--- config.mk ---
export PLATFORM = sky130hd
export DESIGN_NAME = sample_scheduler
export DESIGN_NICKNAME = d
export VERILOG_FILES = /design/src/rtl/sample_sched_pkg.sv /design/src/rtl/sample_fifo.sv /design/src/rtl/sample_scheduler.sv
export SDC_FILE = /design/constraint.sdc
export NUM_CORES = 1
export LEC_CHECK = 0
export CAP_MARGIN = 20
export CELL_PAD_IN_SITES_DETAIL_PLACEMENT = 1
export CELL_PAD_IN_SITES_GLOBAL_PLACEMENT = 2
export CORE_UTILIZATION = 52
export CTS_CLUSTER_DIAMETER = 120
export DETAILED_ROUTE_END_ITERATION = 6
export GPL_TIMING_DRIVEN = 0
export PLACE_DENSITY = 0.94
export SLEW_MARGIN = 20
export SYNTH_ARGS = -nofsm -noshare
export SYNTH_HDL_FRONTEND = slang
export SYNTH_SLANG_ARGS = --single-unit
--- constraint.sdc ---
create_clock -name clk -period 12.02 [get_ports clk]
set_input_delay 1.803 -clock clk [delete_from_list [all_inputs] [get_ports clk]]
set_output_delay 1.803 -clock clk [all_outputs]
set_load 0.005 [all_outputs]
--- src/rtl/sample_sched_pkg.sv ---
// Shared constants and types for the round-robin sample scheduler.
// Sample word layout: {cnt[15:0], marker[14:0], sample bit}.
package sample_sched_pkg;

    localparam logic [14:0] SAMPLE_MARKER = 15'h55E7;

    localparam int CNT_MSB  = 31;
    localparam int CNT_LSB  = 16;
    localparam int MARK_MSB = 15;
    localparam int MARK_LSB = 1;
    localparam int BIT_POS  = 0;
    localparam int ENTRY_W  = 40;

    typedef enum logic [2:0] {
        S_IDLE    = 3'b001,
        S_SELECT  = 3'b010,
        S_CAPTURE = 3'b100
    } state_t;

    function automatic logic marker_ok(input logic [31:0] w);
        return w[MARK_MSB:MARK_LSB] == SAMPLE_MARKER;
    endfunction

endpackage

--- src/rtl/sample_fifo.sv ---
// Synchronous first-word-fall-through FIFO; head is visible whenever non-empty.
// A push into a full FIFO is taken only when a pop frees a slot in the same cycle.
module sample_fifo #(
    parameter int WIDTH = 40,
    parameter int DEPTH = 16,
    parameter int CNT_W = $clog2(DEPTH) + 1
) (
    input  logic             clk,
    input  logic             reset,
    input  logic             push,
    input  logic [WIDTH-1:0] push_data,
    input  logic             pop,
    output logic [WIDTH-1:0] pop_data,
    output logic             full,
    output logic             empty,
    output logic [CNT_W-1:0] count
);

    localparam int AW = $clog2(DEPTH);

    logic [WIDTH-1:0] mem [DEPTH];
    logic [AW-1:0]    wr_ptr;
    logic [AW-1:0]    rd_ptr;
    logic             do_push;
    logic             do_pop;

    assign full     = count == CNT_W'(DEPTH);
    assign empty    = count == '0;
    assign do_pop   = pop && !empty;
    assign do_push  = push && (!full || do_pop);
    assign pop_data = mem[rd_ptr];

    always_ff @(posedge clk) begin
        if (reset) begin
            wr_ptr <= '0;
            rd_ptr <= '0;
            count  <= '0;
        end else begin
            if (do_push) wr_ptr <= wr_ptr + AW'(1);
            if (do_pop)  rd_ptr <= rd_ptr + AW'(1);
            unique case ({do_push, do_pop})
                2'b10:   count <= count + CNT_W'(1);
                2'b01:   count <= count - CNT_W'(1);
                default: count <= count;
            endcase
        end
    end

    always_ff @(posedge clk) begin
        if (do_push) mem[wr_ptr] <= push_data;
    end

endmodule

--- src/rtl/sample_scheduler.sv ---
// Round-robin poller of the shared sample bus; queues fresh words per channel.
// Stale words (counter unchanged since last capture) are dropped.
module sample_scheduler
    import sample_sched_pkg::*;
#(
    parameter int NUM_CHANNELS = 8,
    parameter int FIFO_DEPTH   = 16,
    parameter int CNT_W        = 5
) (
    input  logic                    clk,
    input  logic                    reset,
    input  logic                    enable,
    input  logic [NUM_CHANNELS-1:0] channel_mask,
    output logic                    output_sample,
    output logic [7:0]              channel_select,
    input  logic [31:0]             sample_data,
    output logic                    out_valid,
    output logic [ENTRY_W-1:0]      out_data,
    input  logic                    out_ready,
    output logic [CNT_W-1:0]        fifo_count,
    output logic                    overflow,
    output logic                    bus_error,
    input  logic                    clear_flags
);

    localparam int CH_W = (NUM_CHANNELS > 1) ? $clog2(NUM_CHANNELS) : 1;

    state_t                  state;
    logic [NUM_CHANNELS-1:0] active_mask;
    logic [NUM_CHANNELS-1:0] seen;
    logic [15:0]             last_cnt [NUM_CHANNELS];
    logic [CH_W-1:0]         idx;
    logic [7:0]              first_ch;
    logic [7:0]              next_ch;
    logic                    next_found;
    logic [15:0]             word_cnt;
    logic                    capturing;
    logic                    bad_marker;
    logic                    fresh;
    logic                    full;
    logic                    empty;
    logic                    pop;
    logic                    push;
    logic                    drop;

    assign idx        = channel_select[CH_W-1:0];
    assign word_cnt   = sample_data[CNT_MSB:CNT_LSB];
    assign capturing  = state == S_CAPTURE;
    assign bad_marker = !marker_ok(sample_data);
    assign fresh      = !seen[idx] || last_cnt[idx] != word_cnt;
    assign out_valid  = !empty;
    assign pop        = out_valid && out_ready;
    assign push       = capturing && !bad_marker && fresh && (!full || pop);
    assign drop       = capturing && !bad_marker && fresh && full && !pop;

    // Descending scan leaves the lowest qualifying index in each result.
    always_comb begin
        first_ch   = '0;
        next_ch    = '0;
        next_found = 1'b0;
        for (int i = NUM_CHANNELS - 1; i >= 0; i--) begin
            if (channel_mask[i]) first_ch = 8'(i);
            if (active_mask[i] && i > int'(channel_select)) begin
                next_ch    = 8'(i);
                next_found = 1'b1;
            end
        end
    end

    always_ff @(posedge clk) begin
        if (reset) begin
            state          <= S_IDLE;
            output_sample  <= 1'b0;
            channel_select <= '0;
            active_mask    <= '0;
            seen           <= '0;
            overflow       <= 1'b0;
            bus_error      <= 1'b0;
        end else begin
            unique case (state)
                S_IDLE: begin
                    if (enable && |channel_mask) begin
                        active_mask    <= channel_mask;
                        channel_select <= first_ch;
                        output_sample  <= 1'b1;
                        state          <= S_SELECT;
                    end
                end
                S_SELECT: begin
                    output_sample <= 1'b0;
                    state         <= S_CAPTURE;
                end
                S_CAPTURE: begin
                    if (!enable) begin
                        state <= S_IDLE;
                    end else if (next_found) begin
                        channel_select <= next_ch;
                        output_sample  <= 1'b1;
                        state          <= S_SELECT;
                    end else if (|channel_mask) begin
                        active_mask    <= channel_mask;
                        channel_select <= first_ch;
                        output_sample  <= 1'b1;
                        state          <= S_SELECT;
                    end else begin
                        state <= S_IDLE;
                    end
                end
                default: state <= S_IDLE;
            endcase
            if (push) seen[idx] <= 1'b1;
            if (clear_flags) begin
                overflow  <= 1'b0;
                bus_error <= 1'b0;
            end
            if (capturing && bad_marker) bus_error <= 1'b1;
            if (drop) overflow <= 1'b1;
        end
    end

    always_ff @(posedge clk) begin
        if (push) last_cnt[idx] <= word_cnt;
    end

    sample_fifo #(
        .WIDTH (ENTRY_W),
        .DEPTH (FIFO_DEPTH),
        .CNT_W (CNT_W)
    ) u_fifo (
        .clk       (clk),
        .reset     (reset),
        .push      (push),
        .push_data ({channel_select, sample_data}),
        .pop       (pop),
        .pop_data  (out_data),
        .full      (full),
        .empty     (empty),
        .count     (fifo_count)
    );

endmodule
Word level (Yosys, flattened, before mapping)
Memories as Yosys holds them, arrays and structs flattened. A register that Yosys moved wholly into a read port is not among the register bits. Index checks and enable logic that the tools add are counted.

Bits in registers: 43. Latch bits: 0. Bits in writable memories: 768. ROM bits: 0. Input bits: 45. Memories kept: 2.

Add/subtract/negate cells: 4. Multipliers: 0. Divide/modulo/power cells: 0. Order comparisons: 9. Eq/ne operators: 13. Shift-type cells: 0. Multiplexer cells: 58. Bitwise logic cells: 1. Reductions and logical operators: 36.

Memories: u_fifo.mem (depth 16, width 40, read ports 1, clocked after Yosys merged registers in 1, wr ports 1, RTL line sample_fifo.sv:21) `logic [WIDTH-1:0] mem [DEPTH];`; last_cnt (depth 8, width 16, read ports 1, clocked after Yosys merged registers in 1, wr ports 1, RTL line sample_scheduler.sv:31) `logic [15:0] last_cnt [NUM_CHANNELS];`.

Operator list (count): $mux W8 (20); $gt A3 B8 Y1 const A (4); $pmux W8 S2 (2); $mux W1 (20); $logic_and A1 B1 Y1 (18); $mux W3 (6); $gt A2 B8 Y1 const A (2); $ne A16 B16 Y1 (1); $eq A15 B15 Y1 const B (1); $pmux W5 S2 (1); $pmux W3 S3 (1); $add A4 B1 Y4 const B (2); $gt A1 B8 Y1 const A (1); $mux W4 (2); $or A8 B8 Y8 (1); $reduce_and A4 Y1 (2); $reduce_bool A2 Y1 (4); $reduce_or A8 Y1 (1); $mux W2 (3); $ne A2 B2 Y1 const B (3); $add A5 B1 Y5 const B (1); $eq A5 B5 Y1 const B (1); $logic_not A1 Y1 (5); $logic_not A5 Y1 (1); 16 further kinds (18).

Logic depth before layout (Yosys ltp)
Gate-level depths: netlist (run 1).

Depth in word-level cells: 14. Mapped depth: 19. Mapped depth without buffers: 15.

Hierarchy
Synthesis (run 1) repeated with hierarchy kept, for this count alone.

Cells, all modules: 1541. Area, all modules: 31476.4 sq um.

By module, submodules not included: sample_fifo (times used 1, cells an instance 1104, area an instance 24905.1 sq um, seq. area each 19558.8 sq um); sample_scheduler (times used 1, cells an instance 437, area an instance 6571.3 sq um, seq. area each 4384.2 sq um).

Worst setup path after synthesis (run 1)
OpenSTA, ideal clock, no wires.

Kind: input-to-reg. Start point: input sample_data[10]. End point: memory last_cnt[1][0], enable pin. Library setup time: 440 ps. Arrival: 4801 ps. Required time: 11580 ps. Slack: 6779 ps. Stages: 6. Path buffers: 0. Cells stage by stage: nor4bb_1 -> nand4b_1 -> or3_1 -> nor3b_1 -> o21ai_2 -> nor4b_1.

Longest elaborated chain between the ends: 6.

RTL lines: start: declaration (RTL line sample_scheduler.sv:16) `input logic [31:0] sample_data,`; $eq A15 B15 Y1 (RTL line sample_sched_pkg.sv:21) `return w[MARK_MSB:MARK_LSB] == SAMPLE_MARKER;`; $logic_and A1 B1 Y1 (3 in series) (RTL line sample_scheduler.sv:53) `assign push = capturing && !bad_marker && fresh && (!full || pop);`; $mux W1 (RTL line sample_scheduler.sv:122) `if (push) last_cnt[idx] <= word_cnt;`; $mux W1 (implied by the code) (RTL line sample_scheduler.sv:122); end: declaration (RTL line sample_scheduler.sv:31).

No other way between the ends.

Worst setup path after layout (run 1)
Start point: input sample_data[9]. End point: register u_fifo.count[4].

Longest elaborated chain between the ends: 7. Elaborated cells on any way between the ends: 9. Classes of those cells: 3 x eq/ne; 1 x mux; 5 x reduce/logical.

RTL lines: $eq A15 B15 Y1 (*) (RTL line sample_sched_pkg.sv:21); $logic_and A1 B1 Y1 (*) (3 in series) (RTL line sample_scheduler.sv:53); $logic_and A1 B1 Y1 (*) (RTL line sample_fifo.sv:30) `assign do_push = push && (!full || do_pop);`; $eq A2 B1 Y1 or $eq A2 B2 Y1 (tied branches) (RTL line sample_fifo.sv:41) `unique case ({do_push, do_pop})`; $pmux W5 S2 or $reduce_bool A2 Y1 (tied branches); end signal: assignment (RTL line sample_fifo.sv:42) `2'b10: count <= count + CNT_W'(1);`; end signal: assignment (RTL line sample_fifo.sv:43) `2'b01: count <= count - CNT_W'(1);`; end signal: assignment (RTL line sample_fifo.sv:44) `default: count <= count;`; end: declaration (RTL line sample_fifo.sv:16) `output logic [CNT_W-1:0] count`.

Mark *: on every way between the ends. The rest lies on a longest branch, timed or not. A chain may end at the register's enable or synchronous reset.

==> impl_summary.log, run 1 <==
[metrics] outcome: finished, final reports clean
[metrics] number of pins exceeding their max-slew limit in the final report: 0
[metrics] Final #Nets: 1,526
[metrics] maximum capacitance violations: 0
[metrics] final period demand of the worst path: 6.11 ns
[metrics] number of buffers inserted during clock tree synthesis: 74
[metrics] part of the cycle the worst path needs: 50.8%
[metrics] number of global-route vias before repair: 15,400
[metrics] floorplan die area: 0.0553 mm²
[metrics] clock share of power: 43.5%
[metrics] DRT Wirelength: 71,300 µm
[metrics] share of the synthesized area in the top cell type: 73.1%
[metrics] Power Dens Cells: 158 mW/mm²
[metrics] layout overhead on the synthesized area: 15.8%
[metrics] TritonCTS clock tree: done
[metrics] dominant register cell in the synthesized netlist: edfxtp_1
[metrics] number of vias per cell: 6.31
[metrics] Setup Buffers After CTS: 0
[metrics] number of enable-type register cells in the synthesized netlist: 688
[metrics] reported leakage power: 0.0101 µW
[metrics] Req. time, crit path: 12.48 ns
[metrics] CTS clk-pin slew, worst paths: 0.06 ns
[metrics] sequential area share after synthesis: 76.2%
[metrics] global router's overall resource usage: 26.4%
[metrics] placer congestion estimate: 0.757
[metrics] relative max-transition margin: 24.4%
[metrics] Power, Total: 5180 µW
[metrics] Placeable Area: 0.0537 mm²
[metrics] Die Y: 235 µm
[metrics] kind of start point of the critical path: input port
[metrics] Port Buf Inserts: 90
[metrics] synthesized area: 0.0283 mm²
[metrics] net switching share of the total power: 19.9%
[metrics] boundary pin count: 102
[metrics] met3 wire length: 4580 µm
[metrics] cell taking the most area after synthesis: edfxtp_1
[metrics] class of the tightest hold or removal check: flip-flop to flip-flop
[metrics] largest cells by area after synthesis: edfxtp_1 73%, mux4_2 16%, dfxtp_1 3.1%
[metrics] reported net switching power: 1030 µW
[metrics] register bit total from synthesis: 732
[metrics] clock latency reported for the late side of the worst-skew pair: 0.61 ns
[metrics] CP endpoint kind: flip-flop
[metrics] pre-CTS worst setup slack: 5.30 ns
[metrics] Setup TNS: 0 ns
[metrics] DRC violation count after routing: 0
[metrics] topmost layer with routed signal wires: met4
[metrics] total number of yosys warnings: 0
[metrics] proportion of layout cells with a drive suffix above 1: 25.9%
[metrics] largest driver fanout on the critical path: 17
[metrics] clk sinks: 732
[metrics] starting utilization of the core area: 52.6%
[metrics] half-perimeter wire length after detailed placement: 41,300 µm
[metrics] Wirelength per Cell: 32.0 µm
[metrics] final worst slack: 5.91 ns
[metrics] overall die width: 235 µm
[metrics] Post-synth ARST share: 0%
[metrics] number of antenna violations at the first check in global routing: 0
[metrics] f_max: 0.164 GHz
[metrics] Final Hold Viols: 0
[metrics] FP Rows: 85
[metrics] Gates resized, CTS repair: 0
[metrics] Internal Pwr Total: 4140 µW
[metrics] post-synthesis cell type count: 50
[metrics] critical path class: input port to flip-flop
[metrics] combined area of the multi-input logic cells: 0.00647 mm²
[metrics] IR Drop Worst-Case VDD: 149 µV
[metrics] Met2 Wirelength: 37,900 µm
[metrics] worst-margin pin slew: 1.13 ns
[metrics] endpoint arrival time on the critical path: 6.57 ns
[metrics] global-route wire length before repair: 104,000 µm
[metrics] setup violation total in the final timing report: 0
[metrics] count of hold buffers inserted by post-cts repair: 0
[metrics] filler instances: 4,364
[metrics] relative contribution of sequential cells to total power: 54.1%
[metrics] router iterations before antenna repair: 5
[metrics] Clock Tree Root: clkbuf_16
[metrics] Mean Syn Cell Area: 22.1 µm²
[metrics] vias: 14,000
[metrics] clk buf depth: 3
[metrics] Post-Synthesis Cells: 1,276
[metrics] area taken by flip-flops and latches: 0.0215 mm²
[metrics] final worst clock skew: 0.0184 ns
[metrics] grt ovf: 0
[metrics] setup repair after global routing missed its margin: no
[metrics] portion of total power attributed to combinational logic: 2.5%
[metrics] H-tree level count: 3
[metrics] number of nets with antenna violations after detailed routing: 0
[metrics] met1 wire length: 26,700 µm
[metrics] count of routing violations after the opening detailed-route iteration: 1,504
[metrics] maximum number of pins on one net before global-route repair: 36
-- worst paths after layout --
| path | from | end | slack, ns | depth (start not counted) |
|---|---|---|---|---|
| worst max-delay path | sample_data[9] | u_fifo.count[4] | 5.91 | 16 |
| worst min-delay path | seen[4] | seen[4] | 0.50 | 1 |
| worst max register to register | flip-flop | u_fifo.count[4] | 6.86 | 18 |
| worst min register to register | seen[4] | seen[4] | 0.50 | 1 |
-- worst max-delay path, cell delays in order --
cell and delay [ns]:
clkdlybuf4s50_1 0.84, nor4bb_1 0.55, nand4b_1 0.20, or3_1 0.56, nor3b_1 0.49, o21ai_2 0.29, buf_6 0.24, ha_1 0.18
clkbuf_1 0.18, xor2_1 0.19, ha_1 0.20, a21oi_1 0.26, a32oi_1 0.16, a21oi_1 0.21, xnor2_1 0.14, nor2_1 0.05
-- cell usage in the layout (no fill, tap or decap), types with 4 or more instances in the layout --
cell,netlist,final
nor2_1,45,43
nand3_1,4,4
edfxtp_1,688,688
buf_4,11,18
bufinv_16,0,5
a21oi_1,17,17
o21ai_0,9,9
mux4_2,205,205
buf_2,5,10
mux2i_1,29,29
clkbuf_16,0,77
ha_1,8,8
nand2_1,17,17
xnor2_1,19,19
clkdlybuf4s50_1,0,90
buf_6,2,8
o21ba_2,6,6
nor3b_1,5,5
nor3_1,8,5
or3_1,4,4
a22oi_1,6,6
conb_1,1,10
nor2b_1,10,10
clkbuf_8,0,5
and2_4,0,12
and2_2,0,4
buf_12,0,4
clkbuf_1,39,51
dfxtp_1,44,44
clkinv_1,0,14
xor2_1,6,6
inv_1,8,8
clkbuf_2,0,11
buf_1,17,8
clkinv_2,0,13
nor4_1,5,4
-- cell families after synthesis --
group,synth area share [%]
AOI/OAI and AO/OA,1.55
xor gates and xnor gates,0.775
adders and majority gates,0.354
buffers and inverters,1.31
DFF,76.2
muxes,17.5
other,0.0133
and+or+nand+nor,2.29
-- metrics by stage --
stage / utilization (%) / area, µm² / instances / hold WS, ns
6_report: 61.0 / 32700 / 2225 / 0.496
3_5_place_dp: 56.5 / 30400 / 2092 / 0.478
4_1_cts: 60.9 / 32700 / 2223 / 0.491
5_1_grt: 60.9 / 32700 / 2224 / 0.507
2_1_floorplan: - / 28300 / 1285 / 0.444
3_3_place_gp: 56.0 / 30100 / 2071 / 0.452
-- cells in the mapped netlist, drive strengths merged, types with 2 or more instances --
library cell	number
nor2	45
mux2	3
or2	2
nand2b	2
xnor2	19
or3	4
clkbuf	39
and2	17
mux2i	29
a22oi	6
inv	8
edfxtp	688
o21ai	12
nand2	17
nor4	5
o21bai	3
o22ai	3
a311oi	2
nand4	2
nor4bb	2
nor3b	5
a32oi	2
buf	35
nand4b	3
xor2	6
o21ba	8
nand3	4
a21oi	17
nor2b	10
dfxtp	44
mux4	205
o211ai	3
nor3	8
ha	8
-- power groups by stage --
| stage | sequential (µW) | combinational (µW) | clock, µW |
|---|---|---|---|
| final | 2800 | 128 | 2250 |
| after global routing | 2800 | 137 | 2350 |
| after CTS | 2800 | 128 | 2270 |
| after detailed placement | 2850 | 125 | 0 |
| after global placement | 2850 | 116 | 0 |
| after floorplan | 2850 | 57.9 | 0 |
-- layer usage --
metal	global-route usage, %	up-vias
li1	-	5710
met1	33.3	7513
met2	46.6	676
met3	4.66	150
met4	8.83	0
met5	0	-
-- sequential cells by signal (all words and copies together) (netlist names), named ones only --
signal,cells
active_mask,7
bus_error,1
channel_select,3
last_cnt,128
output_sample,1
overflow,1
seen,8
state,3
u_fifo.count,5
u_fifo.mem,560
u_fifo.rd_ptr,4
u_fifo.wr_ptr,4
-- area by class of cell --
| cell class | count | share of cell area (%) |
|---|---|---|
| flip-flops and latches | 732 | 65.8 |
| clock buffers | 96 | 6.26 |
| repair buffers | 112 | 3.44 |
| plain buffers | 74 | 1.08 |
| inverters | 8 | 0.0917 |
| clock inverters | 35 | 0.894 |
| multi-input cells | 471 | 19.8 |
| well taps | 696 | 2.66 |
| diodes | 1 | 0.00764 |
(Power assumes the default switching activity.)
==> inputs of run 2 (changes only) <==
Settings changed: CORE_UTILIZATION 52 to 49, PLACE_DENSITY 0.94 to 0.9.
Clock period 12.02 ns to 6.25 ns, I/O delays scaled along.
==> run 2 against run 1 <==
  * Clock skew up 0.013 ns
  * Sequential power up 92%
  * Cell count up 3.0%
  * Utilization down 2.7 points
  * Sequential share of layout area down 0.57 points
  * Non-clock buffer count unchanged
==> impl_summary.log, run 2 (same netlist as run 1, synthesis figures left out) <==
[metrics] ANT cells: 0 (was 1)
[metrics] FP Rows: 87 (was 85)
[metrics] H-tree level count: 3 (unchanged)
[metrics] CP endpoint kind: flip-flop (unchanged)
[metrics] stage delay of the slowest cell on the critical path: 0.57 ns (was 0.84 ns)
[metrics] TritonCTS clock tree: done (unchanged)
[metrics] Final #Nets: 1,527 (was 1,526)
[metrics] IR Drop Worst-Case VDD: 223 µV (was 149 µV)
[metrics] number of vias per cell: 6.03 (was 6.31)
[metrics] Power Dens Cells: 311 mW/mm² (was 158 mW/mm²)
[metrics] Final Hold Viols: 0 (unchanged)
[metrics] setup violation total in the final timing report: 0 (unchanged)
[metrics] Worst path top cell family by delay: buffers and inverters (was simple AND/OR/NAND/NOR gates)
[metrics] portion of total power attributed to combinational logic: 2.4% (was 2.5%)
[metrics] router iterations before antenna repair: 7 (was 5)
[metrics] register bank with the most flops: u_fifo.mem (unchanged)
[metrics] part of the cycle the worst path needs: 82.3%
[metrics] Wirelength per Cell: 30.3 µm (was 32.0 µm)
[metrics] overall die width: 242 µm (was 235 µm)
[metrics] flip-flop count of the largest register, all copies and words added: 560 (unchanged)
[metrics] endpoint arrival time on the critical path: 5.62 ns (was 6.57 ns)
[metrics] DRC violation count after routing: 0 (unchanged)
[metrics] final period demand of the worst path: 5.15 ns
[metrics] critical path class: flip-flop to flip-flop (was input port to flip-flop)
[metrics] reported net switching power: 2090 µW (was 1030 µW)
[metrics] number of antenna violations at the first check in global routing: 2 (was 0)
[metrics] Final Core Density: 58.2% (was 61.0%)
[metrics] largest driver fanout on the critical path: 11 (was 17)
[metrics] starting utilization of the core area: 49.8% (was 52.6%)
[metrics] Slowest cell on crit path: o21ai_2 (was clkdlybuf4s50_1)
[metrics] Critical Path, Cell by Cell: clkbuf_1 -> clkbuf_1 -> mux4_2 -> mux2i_1 -> xnor2_1 -> nor4_1 -> nand4_1 -> o21ai_2 -> buf_6 -> ha_1 -> clkbuf_1 -> xor2_1 -> ha_1 -> a21oi_1 -> a32oi_1 -> a21oi_1 -> xnor2_1 -> nor2_1 (was clkdlybuf4s50_1 -> nor4bb_1 -> nand4b_1 -> or3_1 -> nor3b_1 -> o21ai_2 -> buf_6 -> ha_1 -> clkbuf_1 -> xor2_1 -> ha_1 -> a21oi_1 -> a32oi_1 -> a21oi_1 -> xnor2_1 -> nor2_1)
[metrics] net switching share of the total power: 20.4% (was 19.9%)
[metrics] largest registers: u_fifo.mem: 560 flops, last_cnt: 128 flops, seen: 8 flops (unchanged)
[metrics] number of nets with antenna violations after detailed routing: 0 (unchanged)
[metrics] outcome: finished, final reports clean (unchanged)
[metrics] global-route wire length before repair: 101,000 µm (was 104,000 µm)
[metrics] DRT Wirelength: 69,400 µm (was 71,300 µm)
[metrics] cell area after placement: 0.0304 mm² (about the same)
[metrics] relative contribution of sequential cells to total power: 52.3% (was 54.1%)
[metrics] layout overhead on the synthesized area: 16.8% (was 15.8%)
[metrics] boundary pin count: 102 (unchanged)
[metrics] Placeable Area: 0.0567 mm² (was 0.0537 mm²)
[metrics] half-perimeter wire length after detailed placement: 40,800 µm (was 41,300 µm)
[metrics] Die Y: 242 µm (was 235 µm)
[metrics] CTS clk-pin slew, worst paths: 0.06 ns (about the same)
[metrics] clk sinks: 732 (unchanged)
[metrics] worst-margin pin slew: 1.12 ns (was 1.13 ns)
[metrics] setup repair after global routing missed its margin: no (unchanged)
[metrics] relative max-transition margin: 25.2% (was 24.4%)
[metrics] class of the tightest hold or removal check: flip-flop to flip-flop (unchanged)
[metrics] maximum capacitance violations: 0 (unchanged)
[metrics] vias: 13,800 (was 14,000)
[metrics] placer congestion estimate: 0.744 (was 0.757)
[metrics] count of hold buffers inserted by post-cts repair: 0 (unchanged)
[metrics] number of buffers inserted during clock tree synthesis: 75 (was 74)
[metrics] Internal Pwr Total: 8190 µW (was 4140 µW)
[metrics] f_max: 0.194 GHz
[metrics] grt ovf: 0 (unchanged)
[metrics] floorplan die area: 0.0586 mm² (was 0.0553 mm²)
[metrics] clk buf depth: 3 (unchanged)
[metrics] number of pins exceeding their max-slew limit in the final report: 0 (unchanged)
[metrics] maximum number of pins on one net before global-route repair: 36 (unchanged)
[metrics] global router's overall resource usage: 24.1% (was 26.4%)
[metrics] final std cell area, no fill: 0.0330 mm² (was 0.0327 mm²)
[metrics] kind of start point of the critical path: flip-flop (was input port)
[metrics] count of routing violations after the opening detailed-route iteration: 1,351 (was 1,504)
[metrics] Crit path top cell by count: clkbuf_1
[metrics] most common cell after layout, fill and taps aside: edfxtp_1 (unchanged)
[metrics] Worst Path Buf+Inv: 4 (was 3)
[metrics] clock share of power: 45.3% (was 43.5%)
[metrics] top library cells by usage in the layout, fill and taps aside: 688 x edfxtp_1, 205 x mux4_2, 89 x clkdlybuf4s50_1 (was 688 x edfxtp_1, 205 x mux4_2, 90 x clkdlybuf4s50_1)
[metrics] setup slack of the most critical reg-to-reg path: 1.10 ns (was 6.86 ns)
[metrics] Gates resized, CTS repair: 0 (unchanged)
[metrics] number of global-route vias before repair: 15,000 (was 15,400)
[metrics] Clock Tree Root: clkbuf_16 (unchanged)
[metrics] Port Buf Inserts: 90 (unchanged)
[metrics] Req. time, crit path: 6.72 ns (was 12.48 ns)
[metrics] reported leakage power: 0.0102 µW (was 0.0101 µW)
[metrics] clock latency reported for the late side of the worst-skew pair: 0.63 ns (was 0.61 ns)
[metrics] Setup Buffers After CTS: 0 (unchanged)
[metrics] proportion of layout cells with a drive suffix above 1: 26.0% (was 25.9%)
[metrics] final worst clock skew: 0.0310 ns (was 0.0184 ns)
run 2: metal layers:
| layer | wire length (µm) | global-route usage, % |
|---|---|---|
| met5 | 10 | 0 |
| met4 | 1380 | 6.53 |
| met3 | 4180 | 3.78 |
| met2 | 37000 | 43.2 |
| met1 | 26800 | 30.5 |
run 2: stage by stage:
step / power, µW / setup TNS (ns) / hold WS, ns / setup slack [ns] / std cells
3_3_place_gp: 5710 / -65.00 / 0.453 / -1.41 / 2131
2_1_floorplan: 5590 / 0 / 0.444 / 1.87 / 1285
4_1_cts: 10300 / 0 / 0.479 / 0.865 / 2288
3_5_place_dp: 5730 / 0 / 0.469 / 0.670 / 2150
6_report: 10300 / 0 / 0.473 / 1.10 / 2291
5_1_grt: 10500 / 0 / 0.503 / 0.697 / 2291
run 2: power by group through the flow:
| stage | Clock [µW] | Sequential [µW] | Combinational, µW |
|---|---|---|---|
| after floorplan | 0 | 5480 | 111 |
| after detailed placement | 0 | 5480 | 241 |
| final | 4660 | 5380 | 245 |
| after global routing | 4850 | 5380 | 262 |
| after global placement | 0 | 5480 | 224 |
| after CTS | 4700 | 5380 | 244 |
run 2: final timing paths:
check | start | endpoint | depth (start not counted)
setup / recovery | flip-flop | u_fifo.count[4] | 18
hold / removal | overflow | overflow | 2
hold reg to reg | overflow | overflow | 2
setup reg to reg | flip-flop | u_fifo.count[4] | 18
run 2: tightest hold or removal path: cells and delay by family (launching register included):
family             cells  cell delay (ns)
and+or+nand+nor        1             0.06
AOI/OAI and AO/OA      1             0.05
DFF                    1             0.31
run 2: cell type report:
type	instances	area [µm²]
fillers	4759	23700
flip-flops and latches	732	21500
multi-input cells	471	6470
clock buffers	87	1920
repair buffers	112	1130
well taps	756	946
clock inverters	51	627
plain buffers	74	349
inverters	8	30.0
==> inputs of run 3 (changes only) <==
Settings changed: CORE_UTILIZATION 49 to 44, PLACE_DENSITY 0.9 to 0.85.
Clock period 6.25 ns to 4.45 ns, I/O delays scaled along.
==> run 3 against run 2 <==
  * Global-route usage shrank 2.9 points
  * Sequential power grew 41%
  * Register-to-register slack lost 0.90 ns
  * Non-clock buffer count is the same
  * Clock power grew 44%
  * Via count shrank 1.0%
  * Sequential share of layout area shrank 0.62 points
  * Clock-buffer cell count grew 3
  * Utilization shrank 5.6 points
  * Critical path depth shrank 9
  * Worst setup slack lost 1.1 ns
  * Wire length shrank 1.1%
  * Largest cell class unchanged
==> impl_summary.log, run 3 (same netlist as run 1, synthesis figures left out) <==
[metrics] outcome: finished, final reports clean (unchanged)
[metrics] largest registers: u_fifo.mem: 560 flops, last_cnt: 128 flops, seen: 8 flops (unchanged)
[metrics] final period demand of the worst path: 4.42 ns
[metrics] ANT cells: 0 (unchanged)
[metrics] number of pins exceeding their max-slew limit in the final report: 0 (unchanged)
[metrics] Placeable Area: 0.0633 mm² (was 0.0567 mm²)
[metrics] flip-flop count of the largest register, all copies and words added: 560 (unchanged)
[metrics] FP Rows: 92 (was 87)
[metrics] reported leakage power: 0.0103 µW (was 0.0102 µW)
[metrics] CTS clk-pin slew, worst paths: 0.06 ns (about the same)
[metrics] setup violation total in the final timing report: 0 (unchanged)
[metrics] DRC violation count after routing: 0 (unchanged)
[metrics] endpoint arrival time on the critical path: 4.67 ns (was 5.62 ns)
[metrics] number of non-filler instances in the completed layout: 2,380 (was 2,291)
[metrics] Clock Tree Root: clkbuf_16 (unchanged)
[metrics] H-tree level count: 3 (unchanged)
[metrics] Cells after DPL: 2,240 (was 2,150)
[metrics] Final #Nets: 1,528 (was 1,527)
[metrics] half-perimeter wire length after detailed placement: 40,500 µm (was 40,800 µm)
[metrics] f_max: 0.226 GHz
[metrics] kind of start point of the critical path: input port (was flip-flop)
[metrics] Setup TNS: 0 ns (unchanged)
[metrics] Port Buf Inserts: 90 (unchanged)
[metrics] number of antenna violations at the first check in global routing: 2 (unchanged)
[metrics] maximum number of pins on one net before global-route repair: 36 (unchanged)
[metrics] layout overhead on the synthesized area: 18.0% (was 16.8%)
[metrics] Power Dens Cells: 438 mW/mm² (was 311 mW/mm²)
[metrics] placer congestion estimate: 0.737 (was 0.744)
[metrics] starting utilization of the core area: 44.6% (was 49.8%)
[metrics] boundary pin count: 102 (unchanged)
[metrics] Req. time, crit path: 4.70 ns (was 6.72 ns)
[metrics] Wirelength per Cell: 28.9 µm (was 30.3 µm)
[metrics] relative max-transition margin: 25.2% (about the same)
[metrics] proportion of layout cells with a drive suffix above 1: 28.2% (was 26.0%)
[metrics] most common cell after layout, fill and taps aside: edfxtp_1 (unchanged)
[metrics] Critical Path, Cell by Cell: clkdlybuf4s50_1 -> nor4bb_1 -> nand4b_1 -> or3_1 -> nor3b_2 -> o21ai_4 -> buf_6 -> nor3_2 -> and2_4 (was clkbuf_1 -> clkbuf_1 -> mux4_2 -> mux2i_1 -> xnor2_1 -> nor4_1 -> nand4_1 -> o21ai_2 -> buf_6 -> ha_1 -> clkbuf_1 -> xor2_1 -> ha_1 -> a21oi_1 -> a32oi_1 -> a21oi_1 -> xnor2_1 -> nor2_1)
[metrics] count of hold buffers inserted by post-cts repair: 0 (unchanged)
[metrics] TritonCTS clock tree: done (unchanged)
[metrics] count of routing violations after the opening detailed-route iteration: 1,355 (was 1,351)
[metrics] setup repair after global routing missed its margin: yes (was no)
[metrics] CP endpoint kind: flip-flop (unchanged)
[metrics] part of the cycle the worst path needs: 99.4%
[metrics] cell area after placement: 0.0305 mm² (was 0.0304 mm²)
[metrics] stage delay of the slowest cell on the critical path: 0.73 ns (was 0.57 ns)
[metrics] final worst clock skew: 0.0275 ns (was 0.0310 ns)
[metrics] number of nets with antenna violations after detailed routing: 0 (unchanged)
[metrics] overall die width: 255 µm (was 242 µm)
[metrics] filler instances: 5,537 (was 4,759)
[metrics] number of global-route vias before repair: 14,900 (was 15,000)
[metrics] Die Y: 255 µm (was 242 µm)
[metrics] number of buffers inserted during clock tree synthesis: 75 (unchanged)
[metrics] largest driver fanout on the critical path: 35 (was 11)
[metrics] IR Drop Worst-Case VDD: 431 µV (was 223 µV)
[metrics] Final Hold Viols: 0 (unchanged)
[metrics] vias: 13,700 (was 13,800)
[metrics] register bank with the most flops: u_fifo.mem (unchanged)
[metrics] DRT Wirelength: 68,700 µm (was 69,400 µm)
[metrics] Slowest cell on crit path: and2_4 (was o21ai_2)
[metrics] top library cells by usage in the layout, fill and taps aside: 688 x edfxtp_1, 205 x mux4_2, 88 x clkdlybuf4s50_1 (was 688 x edfxtp_1, 205 x mux4_2, 89 x clkdlybuf4s50_1)
[metrics] grt ovf: 0 (unchanged)
[metrics] global-route wire length before repair: 99,700 µm (was 101,000 µm)
[metrics] clk buf depth: 3 (unchanged)
[metrics] final std cell area, no fill: 0.0333 mm² (was 0.0330 mm²)
[metrics] floorplan die area: 0.0652 mm² (was 0.0586 mm²)
[metrics] clock latency reported for the late side of the worst-skew pair: 0.63 ns (about the same)
[metrics] maximum capacitance violations: 0 (unchanged)
[metrics] global router's overall resource usage: 21.1% (was 24.1%)
[metrics] clk sinks: 732 (unchanged)
[metrics] router iterations before antenna repair: 7 (unchanged)
[metrics] number of vias per cell: 5.75 (was 6.03)
[metrics] class of the tightest hold or removal check: input port to flip-flop (was flip-flop to flip-flop)
[metrics] critical path class: input port to flip-flop (was flip-flop to flip-flop)
[metrics] worst-margin pin slew: 1.12 ns (about the same)
run 3: cell types whose count changed in the layout (fill, tap and decap cells not counted), moves of 2 or more:
cell           before  now
clkbuf_1           50   33
clkbuf_2            7   17
clkbuf_4            0   10
buf_1              11    3
clkinv_2           12    8
buf_4              17   20
clkbuf_16          75   78
clkinv_1           16   13
buf_6               9    7
clkinv_4            3    1
clkinvlp_4          1    3
dlygate4sd2_1       0    2
run 3: what timing repair did:
| item | in CTS | in global routing |
|---|---|---|
| resized for setup | 54 | 40 |
| buffers inserted | 3 | 0 |
| pin swaps | 2 | 2 |
| endpoints found under the hold margin | 0 | 0 |
| endpoints found under the setup margin | 543 | 104 |
| cloned | 0 | 1 |
run 3: layer usage:
| layer | GRT usage, % | up-vias | part of all wire [%] |
|---|---|---|---|
| met5 | 0 | - | 0.016 |
| met4 | 5.51 | 2 | 2.1 |
| met3 | 3.54 | 105 | 6.2 |
| met2 | 36.9 | 538 | 52 |
| met1 | 27.5 | 7310 | 40 |
| li1 | - | 5719 | - |
run 3: report_power, final:
group	switching, µW	total (µW)	internal [µW]
registers	21.1	7560	7540
clock network	2690	6700	4010
logic	208	340	132
total	2920	14600	11700
run 3: worst paths after layout:
check,from,end,slack (ns),cells after the start
setup / recovery,sample_data[12],u_fifo.mem[1][14],0.03,9
hold / removal,reset,state[1],0.42,2
setup reg to reg,channel_select[0],u_fifo.mem[1][14],0.20,11
hold reg to reg,seen[4],seen[4],0.48,1
run 3: layout make-up:
| class | instances | area, µm² | area share (%) |
|---|---|---|---|
| well taps | 846 | 1060 | 3.18 |
| clock inverters | 46 | 642 | 1.93 |
| clock buffers | 90 | 2010 | 6.02 |
| repair buffers | 113 | 1130 | 3.39 |
| plain buffers | 73 | 412 | 1.23 |
| flip-flops and latches | 732 | 21500 | 64.6 |
| inverters | 8 | 30.0 | 0.0901 |
| multi-input cells | 472 | 6520 | 19.5 |
run 3: worst max-delay path: cells and delay by family:
kind            cells  cell delay (ns)
compound gates      1             0.11
simple gates        6             2.96
buf+inv             2             0.87
run 3: through the flow:
step           total power [µW]  hold slack [ns]  utilization, %  setup slack [ns]
6_report                  14600            0.417            52.7            0.0279
2_1_floorplan              7850            0.444               -             0.315
3_3_place_gp               8020            0.452            47.8             -3.10
5_1_grt                   14900            0.454            52.7          -0.00802
3_5_place_dp               8040            0.466            48.2            -0.877
4_1_cts                   14700            0.415            52.6            0.0108
